[src/rtl/alu_seq_core.sv]
`default_nettype none
// ============================================================================
//  Module   : alu_seq_core
//  Purpose  : Sequential ALU core with start/done handshake, registered
//             outputs, internal accumulator, shifts, signed-overflow flag and
//             multi-cycle unsigned multiply (shift-add) / divide (restoring).
//  Ports    : clk, rst_n (async, active low), ena (clock enable),
//             start/op/a/b (request, captured when idle),
//             busy/done (status), result/result_hi (data),
//             zero/carry/overflow/err (flags)
//  Revision : 1.0 - initial release
// ============================================================================
module alu_seq_core #(
    parameter int WIDTH = 8
) (
    input  logic             clk,
    input  logic             rst_n,
    input  logic             ena,
    input  logic             start,
    input  logic [3:0]       op,
    input  logic [WIDTH-1:0] a,
    input  logic [WIDTH-1:0] b,
    output logic             busy,
    output logic             done,
    output logic [WIDTH-1:0] result,
    output logic [WIDTH-1:0] result_hi,
    output logic             zero,
    output logic             carry,
    output logic             overflow,
    output logic             err
);

    localparam int SW = $clog2(WIDTH);
    localparam int CW = SW + 1;          // counter must be able to hold WIDTH
    localparam int M  = WIDTH - 1;       // sign bit index

    localparam logic [3:0] c_op_add    = 4'd0;
    localparam logic [3:0] c_op_sub    = 4'd1;
    localparam logic [3:0] c_op_and    = 4'd2;
    localparam logic [3:0] c_op_or     = 4'd3;
    localparam logic [3:0] c_op_xor    = 4'd4;
    localparam logic [3:0] c_op_not    = 4'd5;
    localparam logic [3:0] c_op_shl    = 4'd6;
    localparam logic [3:0] c_op_shr    = 4'd7;
    localparam logic [3:0] c_op_sar    = 4'd8;
    localparam logic [3:0] c_op_mul    = 4'd9;
    localparam logic [3:0] c_op_div    = 4'd10;
    localparam logic [3:0] c_op_acc    = 4'd11;
    localparam logic [3:0] c_op_clracc = 4'd12;

    typedef enum logic [0:0] {
        S_IDLE = 1'b0,
        S_ITER = 1'b1
    } state_t;

    state_t          r_state, w_state_nxt;
    logic [CW-1:0]   r_cnt;
    logic            r_is_div;
    logic [WIDTH-1:0] r_hi, r_lo, r_b, r_acc;

    // ---------------- single-cycle datapath (operates on live inputs) -----
    logic [SW-1:0]      w_amt;
    logic [WIDTH:0]     w_add, w_sub, w_acc_sum, w_shl, w_shr;
    logic signed [WIDTH:0] w_sar;
    logic [WIDTH-1:0]   w_res, w_res_hi, w_acc_nxt;
    logic               w_zero, w_carry, w_ovf, w_err, w_acc_we, w_long;

    assign w_amt     = b[SW-1:0];
    assign w_add     = {1'b0, a} + {1'b0, b};
    assign w_sub     = {1'b0, a} - {1'b0, b};
    assign w_acc_sum = {1'b0, r_acc} + {1'b0, a};
    // One guard bit on each shifter captures the last bit shifted out;
    // with a zero amount the guard bit stays 0.
    assign w_shl     = {1'b0, a} << w_amt;
    assign w_shr     = {a, 1'b0} >> w_amt;
    assign w_sar     = $signed({a, 1'b0}) >>> w_amt;
    assign w_long    = (op == c_op_mul) || ((op == c_op_div) && (b != '0));

    always_comb begin
        w_res     = '0;
        w_res_hi  = '0;
        w_carry   = 1'b0;
        w_ovf     = 1'b0;
        w_err     = 1'b0;
        w_acc_we  = 1'b0;
        w_acc_nxt = r_acc;
        case (op)
            c_op_add: begin
                w_res   = w_add[M:0];
                w_carry = w_add[WIDTH];
                w_ovf   = (a[M] == b[M]) && (w_add[M] != a[M]);
            end
            c_op_sub: begin
                w_res   = w_sub[M:0];
                w_carry = w_sub[WIDTH];
                w_ovf   = (a[M] != b[M]) && (w_sub[M] != a[M]);
            end
            c_op_and: w_res = a & b;
            c_op_or:  w_res = a | b;
            c_op_xor: w_res = a ^ b;
            c_op_not: w_res = ~a;
            c_op_shl: begin
                w_res   = w_shl[M:0];
                w_carry = w_shl[WIDTH];
            end
            c_op_shr: begin
                w_res   = w_shr[WIDTH:1];
                w_carry = w_shr[0];
            end
            c_op_sar: begin
                w_res   = w_sar[WIDTH:1];
                w_carry = w_sar[0];
            end
            c_op_mul: begin
                w_res = '0;              // always takes the iterative path
            end
            c_op_div: begin              // only reached here when b == 0
                w_res    = '1;
                w_res_hi = a;
                w_err    = 1'b1;
            end
            c_op_acc: begin
                w_res     = w_acc_sum[M:0];
                w_carry   = w_acc_sum[WIDTH];
                w_ovf     = (r_acc[M] == a[M]) && (w_acc_sum[M] != r_acc[M]);
                w_acc_we  = 1'b1;
                w_acc_nxt = w_acc_sum[M:0];
            end
            c_op_clracc: begin
                w_acc_we  = 1'b1;
                w_acc_nxt = '0;
            end
            default: w_err = 1'b1;       // reserved opcodes
        endcase
    end

    assign w_zero = (w_res == '0);

    // ---------------- iterative datapath --------------------------------
    // MUL: {r_hi,r_lo} starts as {0,a}; each step conditionally adds b to
    // the high half and shifts the pair right.
    // DIV: r_lo starts as the dividend and fills with quotient bits from
    // the right while r_hi holds the partial remainder.
    logic [WIDTH:0]   w_mul_sum, w_div_trial, w_div_diff;
    logic [WIDTH-1:0] w_mul_hi, w_mul_lo, w_div_hi, w_div_lo;
    logic [WIDTH-1:0] w_step_hi, w_step_lo;
    logic             w_div_ok, w_last;

    assign w_mul_sum   = {1'b0, r_hi} + (r_lo[0] ? {1'b0, r_b} : {(WIDTH+1){1'b0}});
    assign w_mul_hi    = w_mul_sum[WIDTH:1];
    assign w_mul_lo    = {w_mul_sum[0], r_lo[M:1]};
    assign w_div_trial = {r_hi, r_lo[M]};
    assign w_div_diff  = w_div_trial - {1'b0, r_b};
    assign w_div_ok    = ~w_div_diff[WIDTH];   // no borrow: divisor fits
    assign w_div_hi    = w_div_ok ? w_div_diff[M:0] : w_div_trial[M:0];
    assign w_div_lo    = {r_lo[WIDTH-2:0], w_div_ok};
    assign w_step_hi   = r_is_div ? w_div_hi : w_mul_hi;
    assign w_step_lo   = r_is_div ? w_div_lo : w_mul_lo;
    assign w_last      = (r_cnt == CW'(1));

    // ---------------- FSM ------------------------------------------------
    always_comb begin
        w_state_nxt = r_state;
        case (r_state)
            S_IDLE: if (start && w_long) w_state_nxt = S_ITER;
            S_ITER: if (w_last)          w_state_nxt = S_IDLE;
        endcase
    end

    always_ff @(posedge clk or negedge rst_n) begin
        if (!rst_n)   r_state <= S_IDLE;
        else if (ena) r_state <= w_state_nxt;
    end

    assign busy = (r_state == S_ITER);

    // ---------------- registers -------------------------------------------
    always_ff @(posedge clk or negedge rst_n) begin
        if (!rst_n) begin
            r_cnt     <= '0;
            r_is_div  <= 1'b0;
            r_hi      <= '0;
            r_lo      <= '0;
            r_b       <= '0;
            r_acc     <= '0;
            done      <= 1'b0;
            result    <= '0;
            result_hi <= '0;
            zero      <= 1'b0;
            carry     <= 1'b0;
            overflow  <= 1'b0;
            err       <= 1'b0;
        end else if (ena) begin
            done <= 1'b0;
            if (r_state == S_IDLE) begin
                if (start) begin
                    if (w_long) begin
                        r_cnt    <= CW'(WIDTH);
                        r_is_div <= (op == c_op_div);
                        r_b      <= b;
                        r_hi     <= '0;
                        r_lo     <= a;
                    end else begin
                        done      <= 1'b1;
                        result    <= w_res;
                        result_hi <= w_res_hi;
                        zero      <= w_zero;
                        carry     <= w_carry;
                        overflow  <= w_ovf;
                        err       <= w_err;
                        if (w_acc_we) r_acc <= w_acc_nxt;
                    end
                end
            end else begin
                r_hi  <= w_step_hi;
                r_lo  <= w_step_lo;
                r_cnt <= r_cnt - CW'(1);
                if (w_last) begin
                    done      <= 1'b1;
                    result    <= w_step_lo;
                    result_hi <= w_step_hi;
                    overflow  <= 1'b0;
                    err       <= 1'b0;
                    if (r_is_div) begin
                        zero  <= (w_step_lo == '0);
                        carry <= 1'b0;
                    end else begin
                        zero  <= ({w_step_hi, w_step_lo} == '0);
                        carry <= (w_step_hi != '0);
                    end
                end
            end
        end
    end

endmodule
`default_nettype wire
[config.mk]
export PLATFORM = sky130hd
export DESIGN_NAME = alu_seq_core
export DESIGN_NICKNAME = d
export VERILOG_FILES = /design/src/rtl/alu_seq_core.sv
export SDC_FILE = /design/constraint.sdc
export NUM_CORES = 1
export LEC_CHECK = 0
export ABC_CLOCK_PERIOD_IN_PS = 7900
export CORE_MARGIN = 10
export CORE_UTILIZATION = 30
export DETAILED_ROUTE_END_ITERATION = 8
export SLEW_MARGIN = 20
export SYNTH_ARGS = -nofsm -noshare
export SYNTH_HDL_FRONTEND = slang
export SYNTH_SLANG_ARGS = --single-unit
[constraint.sdc]
create_clock -name clk -period 7.9 [get_ports clk]
set_input_delay 1.185 -clock clk [delete_from_list [all_inputs] [get_ports clk]]
set_output_delay 1.185 -clock clk [all_outputs]
set_load 0.005 [all_outputs]
==> results.yml <==
hold_path:
  holdCritPathClass: "reg2reg"
  hold_depth: 2
routing:
  drtAntennaViolNets: 0
  vias: 5767
  drt_pass1_iterations: 8
  wl_mm: 19.81
  drc: 0
  wl_per_cell_um: 19.48
  first_iter_violations: 514
  via_per_inst: 5.671
synthesis:
  syn-num-nets: 802
  synthXorXnorAreaFrac_pct: 1.905
  synth_seq_cells: 59
  yosys_warnings: 0
  yosys-top-cells-area: "dfrtp_1, ha_1, o21ai_0"
  synthAdderAreaFrac_pct: 12.77
  synth.distinct_cells: 88
  synth-async-reset-ratio_pct: 100.0
  synth_ff_type: "dfrtp_1"
  netlist_area_um2: 5978
  syn_inst: 720
  yosys.area.top_type: "dfrtp_1"
  synth-edff-count: 0
  synth_compound_area_share_pct: 28.32
  synthMuxAreaShare_pct: 6.258
  synth-seq-area-share_pct: 24.70
  synth_top_family_by_area: "compound AO/OA/AOI/OAI gates"
  avgSynthCellArea_um2: 8.303
  synth.top_cell.area_share_pct: 24.70
  synthSimpleGateAreaFrac_pct: 20.18
timing:
  fin_crit_ns: 4.555
  hold_viol_final: 0
  relSlewSlack_pct: 31.83
  slew_viol_final: 0
  rsz0062_at_grt: "false"
  skew_ns: 0.007330
  clock.fmax_mhz: 219.5
  fin_crit_sh_pct: 57.66
  setup_violations: 0
  worst_slew_pin_slew_ns: 1.023
  layout_setup_ws_ns: 3.345
  fin_setup_tns_ns: 0
global_routing:
  met2_usage_pct: 23.48
  grt-ovfl-total: 0
  grt_pass1_vias: 5459
  grt-busiest-layer: "met2"
  use_met3_pct: 3.838
  grt_pass1_wl_mm: 31.12
  grt_max_degree: 60
  grt_util_met1_pct: 19.47
  antenna_found_initial: 0
  grtUsageTotal_pct: 14.88
critical_path:
  cpMaxStageDelayCell: "clkdlybuf4s50_1"
  cp-startpoint: "b[0]"
  r2r_slack_ns: 4.44
  crit_type: "in2reg"
  worst_r2r_path_depth: 12
  cpPeakStageDelay_ns: 1.04
  cp.required_ns: 8.06
  r2r_end: "carry"
  crit_cells: 12
  crit_end: "result[6]"
  worstPathCellList: "clkdlybuf4s50_1 -> ha_1 -> inv_1 -> fa_1 -> nor3b_1 -> nor3_1 -> o21bai_1 -> a21oi_1 -> o221a_2 -> o221ai_1 -> o21ai_0 -> o21ai_0"
  cp_common_cell: "o21ai_0"
  path_delay_family: "compound AO/OA/AOI/OAI gates"
  r2r_start: "r_lo[0]"
  crit_path_max_fanout: 19
  end_kind: "flop"
  start_kind: "primary input"
  worstPathArrival_ns: 4.72
  crit_buf_inv: 2
final_layout:
  diodes: 0
  final_nets: 829
  final_cell_area_um2: 6907
  layout-drive-gt1-share_pct: 7.713
  fillCellCount: 2091
  fin_util_pct: 35.37
  area_growth_pct: 15.53
  seq_area_um2: 1476
  fin_cells: 1017
  multiInputGateArea_um2: 4150
cts:
  htreeDepth: 3
  cts_root_buf: "clkbuf_16"
  cts_setup_buffers: 0
  clockBufferDepth: 2
  hold_buffers: 0
  cts-buffers-inserted: 9
  clock_latency_ns: 0.33
  clk_pin_slew_ns: 0.05
  tritoncts: "yes"
  cts_resized: 0
  cts.sinks: 59
floorplanning:
  num_rows: 51
  pin_count: 46
  core-area_um2: 19530
  initial_core_util_pct: 30.62
  die-area_um2: 25970
  die_x_um: 161.2
  dieHeight_um: 161.2
placement:
  gp_congestion: 0.9465
  place.detailed.hpwl_mm: 14.88
  io_buffers: 45
  place_ws_ns: 3.059
  dpl-instance-area_um2: 6636
  numPlacedInstances: 1001
power_and_ir_drop:
  power.density_nw_per_um2: 297.2
  ir_worst_vdd_mv: 0.1238
  pwr-share-seq_pct: 26.2
  leakage_nw: 2.865
  p_int_w: 0.001144
  p_sw_w: 0.0009083
  p_sw_share_pct: 44.25
  p_clk_share_pct: 17.3
  p_comb_share_pct: 56.5
run_status:
  status: "finished clean"
run:
  cap_viol_max_count: 0
==> layer usage <==
metal	wire length, µm	up-vias	part of all wire (%)
li1	-	2749	-
met1	8744	2764	44
met2	9212	210	47
met3	1251	44	6.3
met4	599	0	3.0
met5	0	-	0
==> cells in the mapped netlist (9+ instances only) <==
cell      count
a211oi_1     15
a21oi_1      34
buf_2         9
clkbuf_1     23
dfrtp_1      59
ha_1         53
inv_1        44
mux2i_1      16
nand2_1      87
nand2b_1      9
nand3_1      16
nor2_1       42
nor2b_1       9
nor3_1       15
o211ai_1      9
o21ai_0      69
xnor2_1      10
==> power groups by stage <==
| stage | clock network (W) | registers, W | logic (W) |
|---|---|---|---|
| after floorplan | 0 | 0.000505 | 0.000808 |
| final | 0.000355 | 0.000537 | 0.00116 |
| after global placement | 0 | 0.000542 | 0.00114 |
| after CTS | 0.000362 | 0.000538 | 0.00116 |
| after detailed placement | 0 | 0.000542 | 0.00115 |
| after global routing | 0.000378 | 0.000555 | 0.00129 |
==> worst min path at each step <==
stage                      start           end  slack, ns
global placement        r_acc[4]      r_acc[4]       0.47
finish                 result[2]     result[2]       0.48
global route        result_hi[1]  result_hi[1]       0.50
detailed placement  result_hi[5]  result_hi[5]       0.47
floorplan               r_acc[3]      r_acc[3]       0.45
CTS                 result_hi[5]  result_hi[5]       0.48
==> logic make-up after synthesis <==
kind of cell	count (synthesis)
flip-flops	59
buffers and inverters	83
AND/OR/NAND/NOR	238
AO/OA/AOI/OAI	242
adder cells (fa/ha/maj)	58
multiplexers	27
XOR/XNOR	13
==> layout make-up <==
cell class	count	share of cell area [%]
Inverter	46	2.500
Sequential cell	59	21.38
Timing Repair Buffer	53	7.319
Clock inverter	6	0.5978
Tap cell	265	4.801
Multi-Input combinational cell	578	60.09
Clock buffer	10	3.315
==> stage by stage <==
stage / hold slack [ns] / total power (W)
floorplan: 0.4526 / 0.001313
global placement: 0.4716 / 0.001684
detailed placement: 0.4701 / 0.001689
CTS: 0.4823 / 0.002055
global route: 0.4991 / 0.002228
finish: 0.4765 / 0.002053
==> placed cells by master, fill, tap and decap left out, types with 8 or more instances in the layout <==
master / n
nand2_1: 87
ha_1: 53
o211ai_1: 9
buf_4: 8
nand2b_1: 9
nand3_1: 16
mux2i_1: 16
nor3_1: 15
clkbuf_16: 9
a211oi_1: 15
mux4_2: 8
or3_1: 8
clkdlybuf4s50_1: 44
a31oi_1: 8
nor2_1: 42
nor2b_1: 9
a22o_1: 8
a21oi_1: 34
o21ai_0: 69
xnor2_1: 10
a22oi_1: 8
and2_1: 8
inv_1: 44
dfrtp_1: 59
==> flip-flops by register name (all words and copies together), names as in the netlist <==
signal,flops
r_hi,8
done,1
r_b,8
carry,1
r_cnt,4
busy,1
err,1
result,8
overflow,1
r_is_div,1
r_acc,8
zero,1
result_hi,8
r_lo,8
==> worst reg2reg max path, delay by kind of cell (launching register included) <==
| family | cells | cell delay (ns) |
|---|---|---|
| AOI/OAI and AO/OA | 7 | 1.80 |
| adders and majority gates | 2 | 0.56 |
| buffers and inverters | 1 | 0.06 |
| DFF | 1 | 0.55 |
| and+or+nand+nor | 2 | 0.40 |
Note: power is estimated with default switching activity, not from simulation.
==> patch: new RTL, same settings <==
`WIDTH`: 8 -> 16.
--- a/src/rtl/alu_seq_core.sv
+++ b/src/rtl/alu_seq_core.sv
@@ -11,7 +11,7 @@
 //  Revision : 1.0 - initial release
 // ============================================================================
 module alu_seq_core #(
-    parameter int WIDTH = 8
+    parameter int WIDTH = 16
 ) (
     input  logic             clk,
     input  logic             rst_n,
Ports: changed (resized a, b, result and result_hi); port bits go from 46 to 78. The function was not compared with the original's and may differ.
==> patch against the unedited design <==
  * Total power increased by 96%
  * Worst setup slack got worse by 1200 ps
  * Synthesized area increased by 100%
  * Wire length increased to 2.6 times the old value
  * Sequential cell count increased by 49
  * First-iteration DRC count increased to 2.7 times the old value
  * Non-clock buffer count increased by 60
  * Cell area increased by 100%
  * Critical endpoint is now zero
  * Largest power group unchanged
==> patch: results (changes against the unedited design) <==
* Outcome: finished clean (unchanged)
* Clock buffer depth at 2 (unchanged)
* Maximum number of pins on one net before global-route repair at 77 (was 60)
* Syn Nets at 1675 (was 802)
* Critical path endpoint category: flip-flop (unchanged)
* CTS root buffer: clkbuf_16 (unchanged)
* RR Endpoint: zero (was carry)
* Critical path startpoint: b[3] (was b[0])
* Worst hold slack at 481 ps (was 476 ps)
* H-tree depth at 3 (unchanged)
* Post-CTS Setup Bufs at 0 (unchanged)
* Register area share after synthesis at 0.221 (was 0.247)
* CTS-repair resized insts at 0 (unchanged)
* Hold depth at 1 (was 2)
* DR iter-0 viols at 1370 (was 514)
* Port bufs at 77 (was 45)
* Hold path startpoint: done (was result[2])
* Via count at 12431 (was 5767)
* Reg-to-Reg Start: r_lo[15] (was r_lo[0])
* CP Max Fanout at 24 (was 19)
* Max-Slew Margin vs Limit at 0.321 (was 0.318)
* First-pass GRT wire length at 77600 µm (was 31100 µm)
* Clock latency on the worst-skew pair at 400 ps (was 330 ps)
* Synth top cells by count: 144 x nand2_1, 124 x nor2_1, 118 x o21ai_0 (was 87 x nand2_1, 69 x o21ai_0, 59 x dfrtp_1)
* Synth warn at 0 (unchanged)
* Clock transition at the registers of the reported paths at 80 ps (was 50 ps)
* DR DRC count at 0 (unchanged)
* Reg2reg path depth at 15 (was 12)
* Netlist cell types at 87 (was 88)
* Startpoint Class: input port (unchanged)
* CP required at 8220 ps (was 8060 ps)
* CTS buffer count at 9 (unchanged)
* Top cells by area, synth: dfrtp_1 22%, ha_1 11%, mux4_2 6.1%, o21ai_0 4.8%, nand2_1 4.4% (was dfrtp_1 25%, ha_1 11%, o21ai_0 5.8%, nand2_1 5.5%, mux4_2 3.0%)
* Worst R2R Setup Slack at 3390 ps (was 4440 ps)
* Fillers at 4238 (was 2091)
* Share of layout cells above drive strength 1 at 0.0812 (was 0.0771)
* Ys flop type: dfrtp_1 (unchanged)
* Hold path endpoint: done (was result[2])
* GRT Total Usage at 0.201 (was 0.149)
* Largest delay contributor family on the critical path: simple AND/OR/NAND/NOR gates (was compound AO/OA/AOI/OAI gates)
* Crit-path max cell delay at 700 ps (was 1040 ps)
* 1st-pass router iterations at 7 (was 8)
* GPL Wtd Cong at 0.966 (was 0.947)
* CP max-delay cell: ha_1 (was clkdlybuf4s50_1)
* Clock Skews at 13.7 ps (was 7.33 ps)
* Leak Pwr at 5.92 nW (was 2.86 nW)
* Max VDD drop at 0.000133 V (was 0.000124 V)
* Synth async-reset ratio at 1.00 (unchanged)
* Wirelength, routed at 51100 µm (was 19800 µm)
* DP HPWL at 38000 µm (was 14900 µm)
-- patch: cell types whose count changed in the layout (fill, tap and decap cells not counted), moves of 30 or more --
cell / delta
o21ai_0: +49
nand3_1: +33
nor2_1: +80
a21oi_1: +71
inv_1: +33
ha_1: +54
clkdlybuf4s50_1: +30
nand2_1: +57
dfrtp_1: +47
-- patch: cell families (layout without fill, tap and decap cells) --
group / count (synthesis) / in the layout / share of synthesized area
AO/OA/AOI/OAI: 496 / 496 / 0.270
buffers and inverters: 193 / 209 / 0.0623
multiplexers: 82 / 82 / 0.101
XOR/XNOR: 46 / 46 / 0.0329
flip-flops: 108 / 108 / 0.221
AND/OR/NAND/NOR: 486 / 486 / 0.195
adder cells (fa/ha/maj): 112 / 112 / 0.118
-- patch: where the power goes --
part / total [W] / internal [W] / switching (W)
clock: 0.000484 / 0.000230 / 0.000254
sequential: 0.000997 / 0.000792 / 0.000205
combinational: 0.00253 / 0.00105 / 0.00149
total: 0.00402 / 0.00207 / 0.00195
-- patch: metal layers --
metal  wire [µm]  up-vias  share of wire  global-route usage
li1            -     5652              -                   -
met1       21500     6121           0.42               0.255
met2       23900      558           0.47               0.322
met3        4000      100          0.078              0.0496
met4        1770        0          0.035              0.0737
met5           0        -              0                   0
-- patch: stage by stage --
stage	std cells	worst slack, ps	area (µm²)	utilization
after floorplan	1523	3430	12200	-
after global placement	2048	2080	13500	0.338
after detailed placement	2048	2000	13500	0.338
after CTS	2064	2420	13800	0.345
after global routing	2064	2010	13800	0.345
final	2064	2180	13800	0.345
-- patch: area by class of cell --
type	count	area, µm²	share of cell area
inverters	80	300	0.0217
repair buffers	113	1030	0.0745
multi-input cells	1222	8820	0.639
well taps	525	657	0.0476
clock inverters	6	58.8	0.00426
clock buffers	10	239	0.0173
flip-flops and latches	108	2710	0.196
